$ cat src/rtl/mem_io_bridge.sv
// Registered CPU-to-memory/IO bridge: RAM, BIOS read overlay and NUM_IO 8-bit
// peripheral slots, with per-region wait states, byte-lane steering and bus errors.
// Ports: clk, reset_n (async, active low); cpu_* request/ready side;
//   ram_* word-addressed RAM; bios_rdata (addressed by ram_addr); io_* peripheral slots.
// Optional: define MEMIO_TIMEOUT_EN to abort IO accesses without io_ack after TIMEOUT cycles.
// RAM/BIOS read data is sampled in the last ACCESS/WAIT cycle while ram_addr is presented.
module mem_io_bridge #(
    parameter int          ADDR_W    = 19,
    parameter int          NUM_IO    = 4,
    parameter int unsigned IO_BASE   = 32'h7FF00,
    parameter int          IO_SPAN_W = 3,
    parameter int          RAM_WAIT  = 0,
    parameter int          IO_WAIT   = 2,
    parameter int          BIOS_AW   = 12,
    parameter int          TIMEOUT   = 255
) (
    input  logic                clk,
    input  logic                reset_n,
    input  logic [ADDR_W-1:0]   cpu_addr,
    input  logic [15:0]         cpu_wdata,
    output logic [15:0]         cpu_rdata,
    input  logic                cpu_we,
    input  logic                cpu_re,
    input  logic                cpu_be,
    output logic                cpu_ready,
    output logic                bus_err,
    input  logic                bios_e,
    output logic [ADDR_W-2:0]   ram_addr,
    output logic [15:0]         ram_wdata,
    input  logic [15:0]         ram_rdata,
    output logic [1:0]          ram_be,
    output logic                ram_we,
    input  logic [15:0]         bios_rdata,
    output logic [NUM_IO-1:0]   io_sel,
    output logic [IO_SPAN_W-1:0] io_addr,
    output logic [7:0]          io_wdata,
    input  logic [8*NUM_IO-1:0] io_rdata,
    output logic                io_we,
    output logic                io_re,
    input  logic                io_ack
);

    typedef enum logic [1:0] {S_IDLE, S_ACCESS, S_WAIT, S_DONE} state_e;

    localparam logic [1:0] K_RAM  = 2'd0;
    localparam logic [1:0] K_BIOS = 2'd1;
    localparam logic [1:0] K_IO   = 2'd2;
    localparam logic [1:0] K_ERR  = 2'd3;

    localparam int SLOT_W = 3;
`ifdef MEMIO_TIMEOUT_EN
    localparam int CW = 16;
`else
    localparam int CW = 3;
`endif

    localparam logic [ADDR_W:0] IOB      = (ADDR_W+1)'(IO_BASE);
    localparam logic [ADDR_W:0] WIN_LEN  = (ADDR_W+1)'(256);
    localparam logic [ADDR_W:0] IO_LEN   = (ADDR_W+1)'(NUM_IO << IO_SPAN_W);
    localparam logic [ADDR_W:0] BIOS_LEN = (ADDR_W+1)'(2 ** (BIOS_AW + 1));

    state_e                 state_q, state_d;
    logic [1:0]             kind_q, kind_d;
    logic                   we_q, we_d;
    logic                   byte_q, byte_d;
    logic                   lane_q, lane_d;
    logic [SLOT_W-1:0]      slot_q, slot_d;
    logic [CW-1:0]          cnt_q, cnt_d;
    logic                   err_q, err_d;
    logic [15:0]            rdata_q, rdata_d;
    logic [ADDR_W-2:0]      ram_addr_q, ram_addr_d;
    logic [15:0]            ram_wdata_q, ram_wdata_d;
    logic [1:0]             ram_be_q, ram_be_d;
    logic [IO_SPAN_W-1:0]   io_addr_q, io_addr_d;
    logic [7:0]             io_wdata_q, io_wdata_d;

    logic [ADDR_W:0]        off;
    logic                   in_win, in_io, in_bios, misal;
    logic [1:0]             kind_dec;
    logic [CW-1:0]          need;
    logic                   fin, tmo, act;
    logic [7:0]             io_byte;
    logic [15:0]            src;

    // State and datapath registers
    always_ff @(posedge clk or negedge reset_n) begin
        if (!reset_n) begin
            state_q     <= S_IDLE;
            kind_q      <= K_RAM;
            we_q        <= 1'b0;
            byte_q      <= 1'b0;
            lane_q      <= 1'b0;
            slot_q      <= '0;
            cnt_q       <= '0;
            err_q       <= 1'b0;
            rdata_q     <= '0;
            ram_addr_q  <= '0;
            ram_wdata_q <= '0;
            ram_be_q    <= '0;
            io_addr_q   <= '0;
            io_wdata_q  <= '0;
        end else begin
            state_q     <= state_d;
            kind_q      <= kind_d;
            we_q        <= we_d;
            byte_q      <= byte_d;
            lane_q      <= lane_d;
            slot_q      <= slot_d;
            cnt_q       <= cnt_d;
            err_q       <= err_d;
            rdata_q     <= rdata_d;
            ram_addr_q  <= ram_addr_d;
            ram_wdata_q <= ram_wdata_d;
            ram_be_q    <= ram_be_d;
            io_addr_q   <= io_addr_d;
            io_wdata_q  <= io_wdata_d;
        end
    end

    // Address decode; priority misaligned > IO slot > unmapped window > BIOS > RAM
    always_comb begin
        off     = {1'b0, cpu_addr} - IOB;
        in_win  = !off[ADDR_W] && (off < WIN_LEN);
        in_io   = !off[ADDR_W] && (off < IO_LEN);
        in_bios = bios_e && ({1'b0, cpu_addr} < BIOS_LEN);
        misal   = !cpu_be && cpu_addr[0];
        if (misal)                kind_dec = K_ERR;
        else if (in_io)           kind_dec = K_IO;
        else if (in_win)          kind_dec = K_ERR;
        else if (in_bios && !cpu_we) kind_dec = K_BIOS;
        else                      kind_dec = K_RAM;
    end

    // Completion conditions and read-data sources
    always_comb begin
        if (kind_q == K_IO)       need = CW'(IO_WAIT);
        else if (kind_q == K_ERR) need = '0;
        else                      need = CW'(RAM_WAIT);
        fin = (cnt_q >= need) && ((kind_q != K_IO) || io_ack);
`ifdef MEMIO_TIMEOUT_EN
        tmo = (kind_q == K_IO) && !fin && (cnt_q >= CW'(TIMEOUT - 1));
`else
        tmo = 1'b0;
`endif
        io_byte = '0;
        for (int k = 0; k < NUM_IO; k++) begin
            if (slot_q == SLOT_W'(k)) io_byte = io_rdata[8*k +: 8];
        end
        src = (kind_q == K_BIOS) ? bios_rdata : ram_rdata;
    end

    // Next-state logic
    always_comb begin
        state_d     = state_q;
        kind_d      = kind_q;
        we_d        = we_q;
        byte_d      = byte_q;
        lane_d      = lane_q;
        slot_d      = slot_q;
        cnt_d       = cnt_q;
        err_d       = err_q;
        rdata_d     = rdata_q;
        ram_addr_d  = ram_addr_q;
        ram_wdata_d = ram_wdata_q;
        ram_be_d    = ram_be_q;
        io_addr_d   = io_addr_q;
        io_wdata_d  = io_wdata_q;
        unique case (state_q)
            S_IDLE: begin
                if (cpu_we || cpu_re) begin
                    state_d     = S_ACCESS;
                    kind_d      = kind_dec;
                    we_d        = cpu_we;
                    byte_d      = cpu_be;
                    lane_d      = cpu_addr[0];
                    slot_d      = off[IO_SPAN_W +: SLOT_W];
                    cnt_d       = '0;
                    err_d       = 1'b0;
                    ram_addr_d  = cpu_addr[ADDR_W-1:1];
                    ram_wdata_d = cpu_be ? {2{cpu_wdata[7:0]}} : cpu_wdata;
                    ram_be_d    = !cpu_be ? 2'b11 :
                                  (cpu_addr[0] ? 2'b10 : 2'b01);
                    io_addr_d   = off[IO_SPAN_W-1:0];
                    io_wdata_d  = cpu_wdata[7:0];
                end
            end
            S_ACCESS, S_WAIT: begin
                if (tmo) begin
                    state_d = S_DONE;
                    err_d   = 1'b1;
                    rdata_d = 16'hFFFF;
                end else if (fin) begin
                    state_d = S_DONE;
                    err_d   = (kind_q == K_ERR);
                    if (we_q || kind_q == K_ERR) rdata_d = '0;
                    else if (kind_q == K_IO)     rdata_d = {8'h00, io_byte};
                    else if (byte_q)
                        rdata_d = {8'h00, lane_q ? src[15:8] : src[7:0]};
                    else                         rdata_d = src;
                end else begin
                    state_d = S_WAIT;
                    if (cnt_q != '1) cnt_d = cnt_q + 1'b1;
                end
            end
            S_DONE: state_d = S_IDLE;
        endcase
    end

    // Outputs: strobes live from ACCESS through WAIT
    always_comb begin
        act       = (state_q == S_ACCESS) || (state_q == S_WAIT);
        ram_we    = act && we_q && (kind_q == K_RAM);
        io_we     = act && we_q && (kind_q == K_IO);
        io_re     = act && !we_q && (kind_q == K_IO);
        for (int k = 0; k < NUM_IO; k++) begin
            io_sel[k] = act && (kind_q == K_IO) && (slot_q == SLOT_W'(k));
        end
        cpu_ready = (state_q == S_DONE);
        bus_err   = (state_q == S_DONE) && err_q;
    end

    assign cpu_rdata = rdata_q;
    assign ram_addr  = ram_addr_q;
    assign ram_wdata = ram_wdata_q;
    assign ram_be    = ram_be_q;
    assign io_addr   = io_addr_q;
    assign io_wdata  = io_wdata_q;

endmodule
$ cat config.mk
export PLATFORM = sky130hd
export DESIGN_NAME = mem_io_bridge
export DESIGN_NICKNAME = d
export VERILOG_FILES = /design/src/rtl/mem_io_bridge.sv
export SDC_FILE = /design/constraint.sdc
export NUM_CORES = 1
export LEC_CHECK = 0
export ABC_AREA = 1
export CORE_MARGIN = 3
export CORE_UTILIZATION = 37
export DETAILED_ROUTE_END_ITERATION = 10
export PLACE_DENSITY = 0.77
export SYNTH_ARGS = -nofsm -noshare
export SYNTH_HDL_FRONTEND = slang
export SYNTH_SLANG_ARGS = --single-unit
$ cat constraint.sdc
create_clock -name clk -period 1.9 [get_ports clk]
set_clock_uncertainty 0.15 [all_clocks]
set_input_delay 0.38 -clock clk [delete_from_list [all_inputs] [get_ports clk]]
set_output_delay 0.38 -clock clk [all_outputs]
set_load 0.01 [all_outputs]
Yosys cells after proc, flatten, opt, wreduce, memory -nomap -nowiden
Index checks and enable logic that the tools add are counted.
{ "word_totals": {"register_bits": 77, "mem_count": 0, "mem_bits_ro": 0, "word_cells": 96, "mem_bits_rw": 0, "latch_bits": 0, "output_inout_bits": 72} }
{ "classes": {"n_lt_le_gt_ge": 4, "add_sub_neg": 2, "n_shift": 0, "n_reduce_logical": 34, "mul": 0, "n_mux": 27, "n_bitwise": 0, "div": 0, "n_eq_ne": 15} }
{ "op_table": {"columns": ["operator", "n"], "rows": [
  ["2-to-1 mux 16 bit", 5],
  ["2-to-1 mux 8 bit", 5],
  ["less-than comparator 20 x 6 -> 1 bit (second input constant)", 1],
  ["less-than comparator 20 x 9 -> 1 bit (second input constant)", 1],
  ["subtractor 19 x 19 -> 20 bit (second input constant)", 1],
  ["less-than comparator 19 x 14 -> 1 bit (second input constant)", 1],
  ["logical AND 1 bit", 17],
  ["2-to-1 mux 2 bit", 7],
  ["inequality test 2 bit (second input constant)", 5],
  ["2-to-1 mux 3 bit", 3],
  ["== test 2 bit (second input constant)", 4],
  ["== test 3 x 2 -> 1 bit (second input constant)", 2],
  ["case mux 2 bit (3 select lines)", 1],
  ["case mux 3 bit (2 select lines)", 1],
  ["== test 2 x 1 -> 1 bit (second input constant)", 2],
  ["zero test 1 bit", 4],
  ["zero test 2 bit", 2],
  ["logical OR 1 bit", 4],
  ["2-to-1 mux 1 bit", 4],
  ["AND reduction 2 bit", 2],
  ["AND reduction 4 bit", 1],
  ["adder 3 x 1 -> 3 bit (second input constant)", 1],
  ["== test 3 x 1 -> 1 bit (second input constant)", 1],
  [">= comparator 3 bit", 1],
  ["other kinds (6)", 6]
]} }

Logic depth before layout (Yosys ltp)
Gate-level depths: netlist of run 1.
{ "logic_depth": {"depth_word": 7, "mapped_depth": 11, "mapped_depth_nobuf": 10} }

Worst setup path after synthesis of run 1
Ideal clock, no wire load.
{ "synth_timing": {"path_type": "reg-to-reg", "from": "reg kind_q[1]", "to": "reg rdata_q[0], in the netlist cpu_rdata[0]", "t_arrival_ps": 1674, "setup_time_ps": 65, "period_less_slack_ps": 1889, "slack_ps": 11, "n_path_buf": 1, "path_stages_with_launch": 11, "path_cell_list": "dfrtp_1 > inv_2 > nor2_4 > buf_4 > ha_1 > nand2_1 > nand3_1 > nand3_4 > nor2_2 > nand3_1 > nand2_1"} }
{ "synth_via": {"elab_chain_len": 6} }
{ "synth_rtl": {"columns": ["element", "line_no", "text"], "rows": [
  ["start: declaration", "63", "logic [1:0] kind_q, kind_d;"],
  ["start signal: assignment", "104", "kind_q <= kind_d;"],
  ["branches (longest 6 deep; another with >= comparator 3 bit)", null, null],
  ["end signal: assignment", "111", "rdata_q <= rdata_d;"],
  ["end: declaration", "70", "logic [15:0] rdata_q, rdata_d;"]
]} }
Parallel ways; which one is timed is not known.
A chain may end at the register's enable or synchronous reset.

Final worst setup path of run 1
{ "layout_timing": {"from": "reg state_q[1]", "to": "out io_sel[2]"} }
{ "layout_via": {"elab_chain_len": 4} }
{ "layout_rtl": {"columns": ["element", "line_no", "text"], "rows": [
  ["start: declaration", "62", "state_e state_q, state_d;"],
  ["start signal: assignment", "103", "state_q <= state_d;"],
  ["== test 2 x 1 -> 1 bit / == test 2 bit (equally long branches)", "211", "act = (state_q == S_ACCESS) || (state_q == S_WAIT);"],
  ["logical OR 1 bit *", "211", null],
  ["logical AND 1 bit * (2 in series)", "216", "io_sel[k] = act && (kind_q == K_IO) && (slot_q == SLOT_W'(k));"],
  ["end: declaration", "34", "output logic [NUM_IO-1:0] io_sel,"]
]} }
Mark *: on every way between the ends. The rest lies on a longest branch, timed or not.

==> flow_summary.yaml, run 1 <==
status:
  status: "complete, but fails checks"
  violations: "setup timing"
power:
  powerDensity_mw_per_mm2: 1520
  p_leak_nw: 2.97
  vdd_drop_max_mv: 0.759
  total_power_mw: 9.17
drt:
  ant_nets: 0
  drc: 0
  drt_pre_antenna_iters: 5
  totalWireLength_mm: 11.9
  viasPerCell: 4.81
  drt_iter0_drc: 197
  vias: 4071
  wl_per_cell_um: 14.1
clocking:
  clk_path_buf_depth: 2
  path_clk_slew_ps: 80
  clock_latency_ps: 330
  h-tree-depth: 3
  cts_tree: "built"
  clkSinkCount: 63
  clk_root_buffer_cell: "clkbuf_8"
  cts_buffers: 9
setup_path:
  path_buf_inv: 2
  path_max_fanout: 6
  max_stage_delay_ps: 390
  crit_path_start_kind: "flop"
  path_class: "flop to primary output"
  slowest_stage: "dfrtp_1"
  path_cells: "inv_2 -> ha_4 -> nand2_8 -> nor4_4 -> buf_2"
  cpLargestDelayFamily: "flip-flops"
  crit_required_ps: 1370
  critPathCaptureType: "primary output"
  cp.arrival_ps: 1490
timing:
  tightestPinTransition_ps: 549
  slew-limit-headroom_pct: 63.4
  setup_violations: 7
  finalHoldViolations: 0
  fin_crit_sh_pct: 106
  max_freq_mhz: 495
  fin_ws_ps: -122
  setup_tns_ps: -348
  final_max_slew_viol_count: 0
  layout_min_cycle_time_ps: 2020
  rsz0062_at_grt: "true"
yosys:
  ys_ff_latch: 63
  yosysUniqueCellTypes: 26
  ys.flop_type: "dfrtp_1"
  async_flop_share_pct: 100
  ys_top_cells_by_area: "dfrtp_1, nand2_1, inv_1"
  yosys.area.top_type: "dfrtp_1"
  synth-edff-count: 0
  ys_top_cells_by_count: "nand2_1, inv_1, dfrtp_1"
  netlist_area_mm2: 0.00365
  syn_area_per_cell_um2: 7.09
  syn-instance-count: 515
  yosys_warnings: 0
  mappedNetlistNets: 626
  synth_top_area_share_pct: 43.2
  ys_seq_area_share_pct: 43.2
  yosysMostFrequentCell: "nand2_1"
floorplanning:
  die_area_mm2: 0.0111
  fp-row-count: 35
  die_x_um: 105
  start_util_pct: 38.8
  io_pins: 178
  coreArea_mm2: 0.00942
  die-height_um: 105
final_layout:
  fin_area_mm2: 0.00602
  multi_input_area_mm2: 0.00169
  antenna_cells: 0
  fillers: 800
  register_area_mm2: 0.00158
  drive_gt1_share_pct: 12.4
  stdcell_count: 847
  synthToLayoutAreaGrowth_pct: 65.0
  final_nets: 824
  final_util_pct: 64.0
global_route:
  grt_antenna_before_repair: 0
  grt_max_degree: 37
  overflow: 0
  groute.usage.overall_pct: 21.7
  grt_pass1_vias: 4197
  grt_pass1_wl_mm: 19.8
job:
  cap_violations: 0
place:
  dpl.cell_count: 817
  dpl.hpwl_mm: 9.20
  numPortBuffers: 177
  post_dp_cell_area_mm2: 0.00565
  gp_congestion: 0.881
min_path:
  worstHoldPathType: "flop to flop"
## worst reg2reg max path, stage by stage, from the launching register on
cell and delay, ps:
dfrtp_2 440, nor2_4 140, buf_6 120, ha_1 210, nand2_1 80, nand3_2 90
nand3_4 130, nor2_2 50, buf_4 150, nand3_1 80, nand2_1 60
## per-stage QoR
step           hold slack (ps)  setup slack [ps]
2_1_floorplan            -65.6              10.8
3_3_place_gp               243              -236
3_5_place_dp               248              -295
4_1_cts                    338              -146
5_1_grt                    359              -187
6_report                   335              -122
## cell families after synthesis
family,synth area share (%)
compound gates,8.22
fa+ha+maj,1.71
buf+inv,13.0
simple gates,33.9
flops,43.2
## registers in the layout, indices dropped and copies added (netlist names)
register	cells
byte_q	1
cnt_q	3
cpu_rdata	16
err_q	1
io_addr	1
kind_q	2
ram_addr	16
ram_be	2
ram_wdata	16
slot_q	2
state_q	2
we_q	1
## routing by layer
layer	GRT usage, %	routed length, µm	vias to the layer above
met1	25.3	4670	1865
met2	37.2	5840	174
met5	0	0	-
li1	-	-	2012
met4	6.75	230	0
met3	7.65	1170	20
## area by class of cell
| class | instances | share of cell area [%] |
|---|---|---|
| Sequential cell | 63 | 26.3 |
| Clock inverter | 6 | 1.16 |
| Multi-Input combinational cell | 343 | 28.0 |
| Timing Repair Buffer | 218 | 35.0 |
| Inverter | 78 | 4.86 |
| Clock buffer | 10 | 2.12 |
| Tap cell | 129 | 2.68 |
## cell usage in the layout, fill, tap and decap left out, types with 2 or more instances in the layout
| cell type | instances |
|---|---|
| dfrtp_1 | 59 |
| ha_1 | 4 |
| nand3_1 | 52 |
| inv_1 | 72 |
| a22oi_1 | 2 |
| nor2_2 | 2 |
| buf_2 | 9 |
| nand3b_1 | 8 |
| nor4_4 | 2 |
| nand4_1 | 11 |
| buf_4 | 34 |
| nor2_1 | 22 |
| clkinv_4 | 3 |
| nand2_1 | 173 |
| clkdlybuf4s50_1 | 166 |
| nand3_2 | 2 |
| inv_2 | 5 |
| o21ai_1 | 7 |
| dfrtp_2 | 4 |
| clkbuf_8 | 9 |
| o21ai_0 | 36 |
| a21oi_1 | 3 |
| a31oi_1 | 8 |
| buf_12 | 5 |
## repair_timing
action / in CTS / in global routing
setup endpoints to repair: 19 / 31
pin swaps: 3 / 4
hold buffers: 1 / 0
resized for setup: 45 / 15
endpoints found under the hold margin: 19 / 0
setup buffers: 1 / 12
## power breakdown
| part | internal (mW) | switching (mW) | total [mW] |
|---|---|---|---|
| clock | 0.616 | 0.563 | 1.18 |
| combinational | 2.73 | 2.91 | 5.64 |
| sequential | 1.94 | 0.415 | 2.35 |
## worst paths after layout
kind                                   from            end  slack, ps  cells past startpoint
worst min-delay path            ram_addr[8]    ram_addr[8]        330                      2
min in group asynchronous           reset_n      kind_q[0]        440                      2
worst max register to register    kind_q[0]   cpu_rdata[0]         90                     10
max in group asynchronous           reset_n  ram_wdata[12]        640                      3
worst max-delay path             state_q[1]      io_sel[2]       -120                      5
worst min register to register  ram_addr[8]    ram_addr[8]        330                      2
(Power assumes the default switching activity.)
==> run 2, diff against run 1 <==
- MAX_ROUTING_LAYER: default -> met4
- TNS_END_PERCENT: default -> 30
==> run 2 against run 1 <==
Net effect: via count down 0.91%; combinational power grew 3%; sequential share of layout area is 0.15 points lower; utilization rose by 0.36 points; worst setup slack gained 30 ps; the run still ends with setup timing left; largest power group unchanged; design area is 0.56% higher; flip-flop and latch count unchanged; routed wire length is 1.4% higher; critical path depth is the same; non-clock buffer count decreased by 6; maximum frequency grew 1.5%; critical endpoint unchanged.
==> flow_summary.yaml, run 2 (synthesis results as in run 1) <==
min_path:
  worstHoldPathType: "flop to flop"
  worstHoldPathCells: 2
final_layout:
  final_nets: 818
  antenna_cells: 0
  drive_gt1_share_pct: 13.3
  synthToLayoutAreaGrowth_pct: 65.9
  final_common_cell: "nand2_1"
  most-common-layout-cells: "nand2_1, clkdlybuf4s50_1, inv_1"
  multi_input_area_mm2: 0.00174
  stdcell_count: 841
  fillers: 814
  register_area_mm2: 0.00158
setup_path:
  path_class: "flop to primary output"
  critPathCaptureType: "primary output"
  crit_required_ps: 1370
  rr_worst_depth: 10
  crit_path_start_kind: "flop"
  slowest_stage: "dfrtp_1"
  path_max_fanout: 6
  max_stage_delay_ps: 380
  path_cells: "inv_2 -> ha_4 -> nand2_8 -> nor4_2 -> buf_2"
  cp.arrival_ps: 1460
status:
  status: "complete, but fails checks"
  violations: "setup timing"
timing:
  rsz0062_at_grt: "true"
  fin_ws_ps: -92.3
  fin_crit_sh_pct: 105
  final_max_slew_viol_count: 0
  finalHoldViolations: 0
  setup_violations: 13
  tightestPinTransition_ps: 409
  max_freq_mhz: 502
  layout_min_cycle_time_ps: 1990
  slew-limit-headroom_pct: 72.7
  whs_ps: 334
power:
  powerDensity_mw_per_mm2: 1570
  p_leak_nw: 2.97
  vdd_drop_max_mv: 0.935
drt:
  wl_per_cell_um: 14.4
  ant_nets: 0
  drt_iter0_drc: 177
  viasPerCell: 4.80
  vias: 4034
  totalWireLength_mm: 12.1
  drt_pre_antenna_iters: 4
  drc: 0
floorplanning:
  die_area_mm2: 0.0111
  fp-row-count: 35
  die_x_um: 105
  io_pins: 178
  start_util_pct: 38.8
  coreArea_mm2: 0.00942
  die-height_um: 105
clocking:
  clk_root_buffer_cell: "clkbuf_8"
  path_clk_slew_ps: 70
  clk_path_buf_depth: 2
  clkSinkCount: 63
  h-tree-depth: 3
  cts_buffers: 9
  cts_tree: "built"
  clock_latency_ps: 340
global_route:
  grt_antenna_before_repair: 0
  grt_pass1_vias: 4023
  grt_max_degree: 48
  grt_pass1_wl_mm: 19.3
  overflow: 0
  groute.usage.overall_pct: 22.1
job:
  cap_violations: 0
place:
  gp_congestion: 0.900
  dpl.hpwl_mm: 9.25
  dpl.cell_count: 816
  numPortBuffers: 177
[run 2: cell count changes in the layout (fill, tap and decap cells not counted), sizes merged]
cell / before / now
clkbuf: 10 / 11
bufinv: 1 / 2
dlygate4sd2: 0 / 1
dlymetal6s2s: 1 / 2
clkinv: 5 / 2
clkdlybuf4s50: 166 / 165
clkdlybuf4s15: 1 / 0
clkinvlp: 0 / 2
buf: 49 / 42
[run 2: path summary, 6_finish.rpt]
check	from	endpoint	slack, ps
worst max-delay path	state_q[1]	io_sel[2]	-90
worst min-delay path	cpu_rdata[2]	cpu_rdata[2]	330
worst max register to register	kind_q[1]	state_q[0]	-50
worst min register to register	cpu_rdata[2]	cpu_rdata[2]	330
max in group asynchronous	reset_n	ram_addr[4]	640
min in group asynchronous	reset_n	cpu_rdata[10]	350
[run 2: stage by stage]
| step | utilization, % | TNS [ps] | instance area [µm²] | total power, mW | setup WS [ps] |
|---|---|---|---|---|---|
| after floorplan | - | 0 | 3650 | 5.14 | 10.8 |
| after global placement | 59.7 | -1140 | 5620 | 7.28 | -233 |
| after detailed placement | 59.7 | -1370 | 5620 | 7.42 | -292 |
| after CTS | 62.4 | -1010 | 5880 | 8.92 | -141 |
| after global routing | 64.3 | -1900 | 6060 | 10.3 | -176 |
| final | 64.3 | -378 | 6060 | 9.51 | -92.3 |
[run 2: area by class of cell]
type,instances,area share (%)
Tap cell,129,2.66
Clock buffer,10,2.27
Sequential cell,63,26.1
Clock inverter,6,1.53
Multi-Input combinational cell,343,28.6
Inverter,78,4.83
Timing Repair Buffer,212,34.0
[run 2: report_power, final]
group | internal [mW] | switching (mW) | total (mW) | leakage, nW
combinational | 2.78 | 3.03 | 5.80 | 2.08
sequential | 1.94 | 0.426 | 2.36 | 0.777
clock | 0.781 | 0.567 | 1.35 | 0.109
[run 2: timing repair]
item / 4_1_cts / 5_1_grt
cloned: 0 / 1
hold buffers: 1 / 0
pin swaps: 2 / 9
buffers inserted: 2 / 5
gates resized for setup: 42 / 33
endpoints found under the setup margin: 15 / 30
endpoints found under the hold margin: 16 / 0
[run 2: per-layer routing]
metal / global-route usage (%) / vias to the layer above / routed length, µm
met4: 8.34 / 0 / 286
met5: - / - / 0
met1: 25.5 / 1843 / 4740
met2: 36.3 / 167 / 5930
li1: - / 2002 / -
met3: 6.49 / 22 / 1130
[run 2: worst max-delay path, delay by kind of cell, from the launching register on]
family	cells	cell delay [ps]
DFF	1	380
and+or+nand+nor	2	210
buffers and inverters	2	230
adders and majority gates	1	310
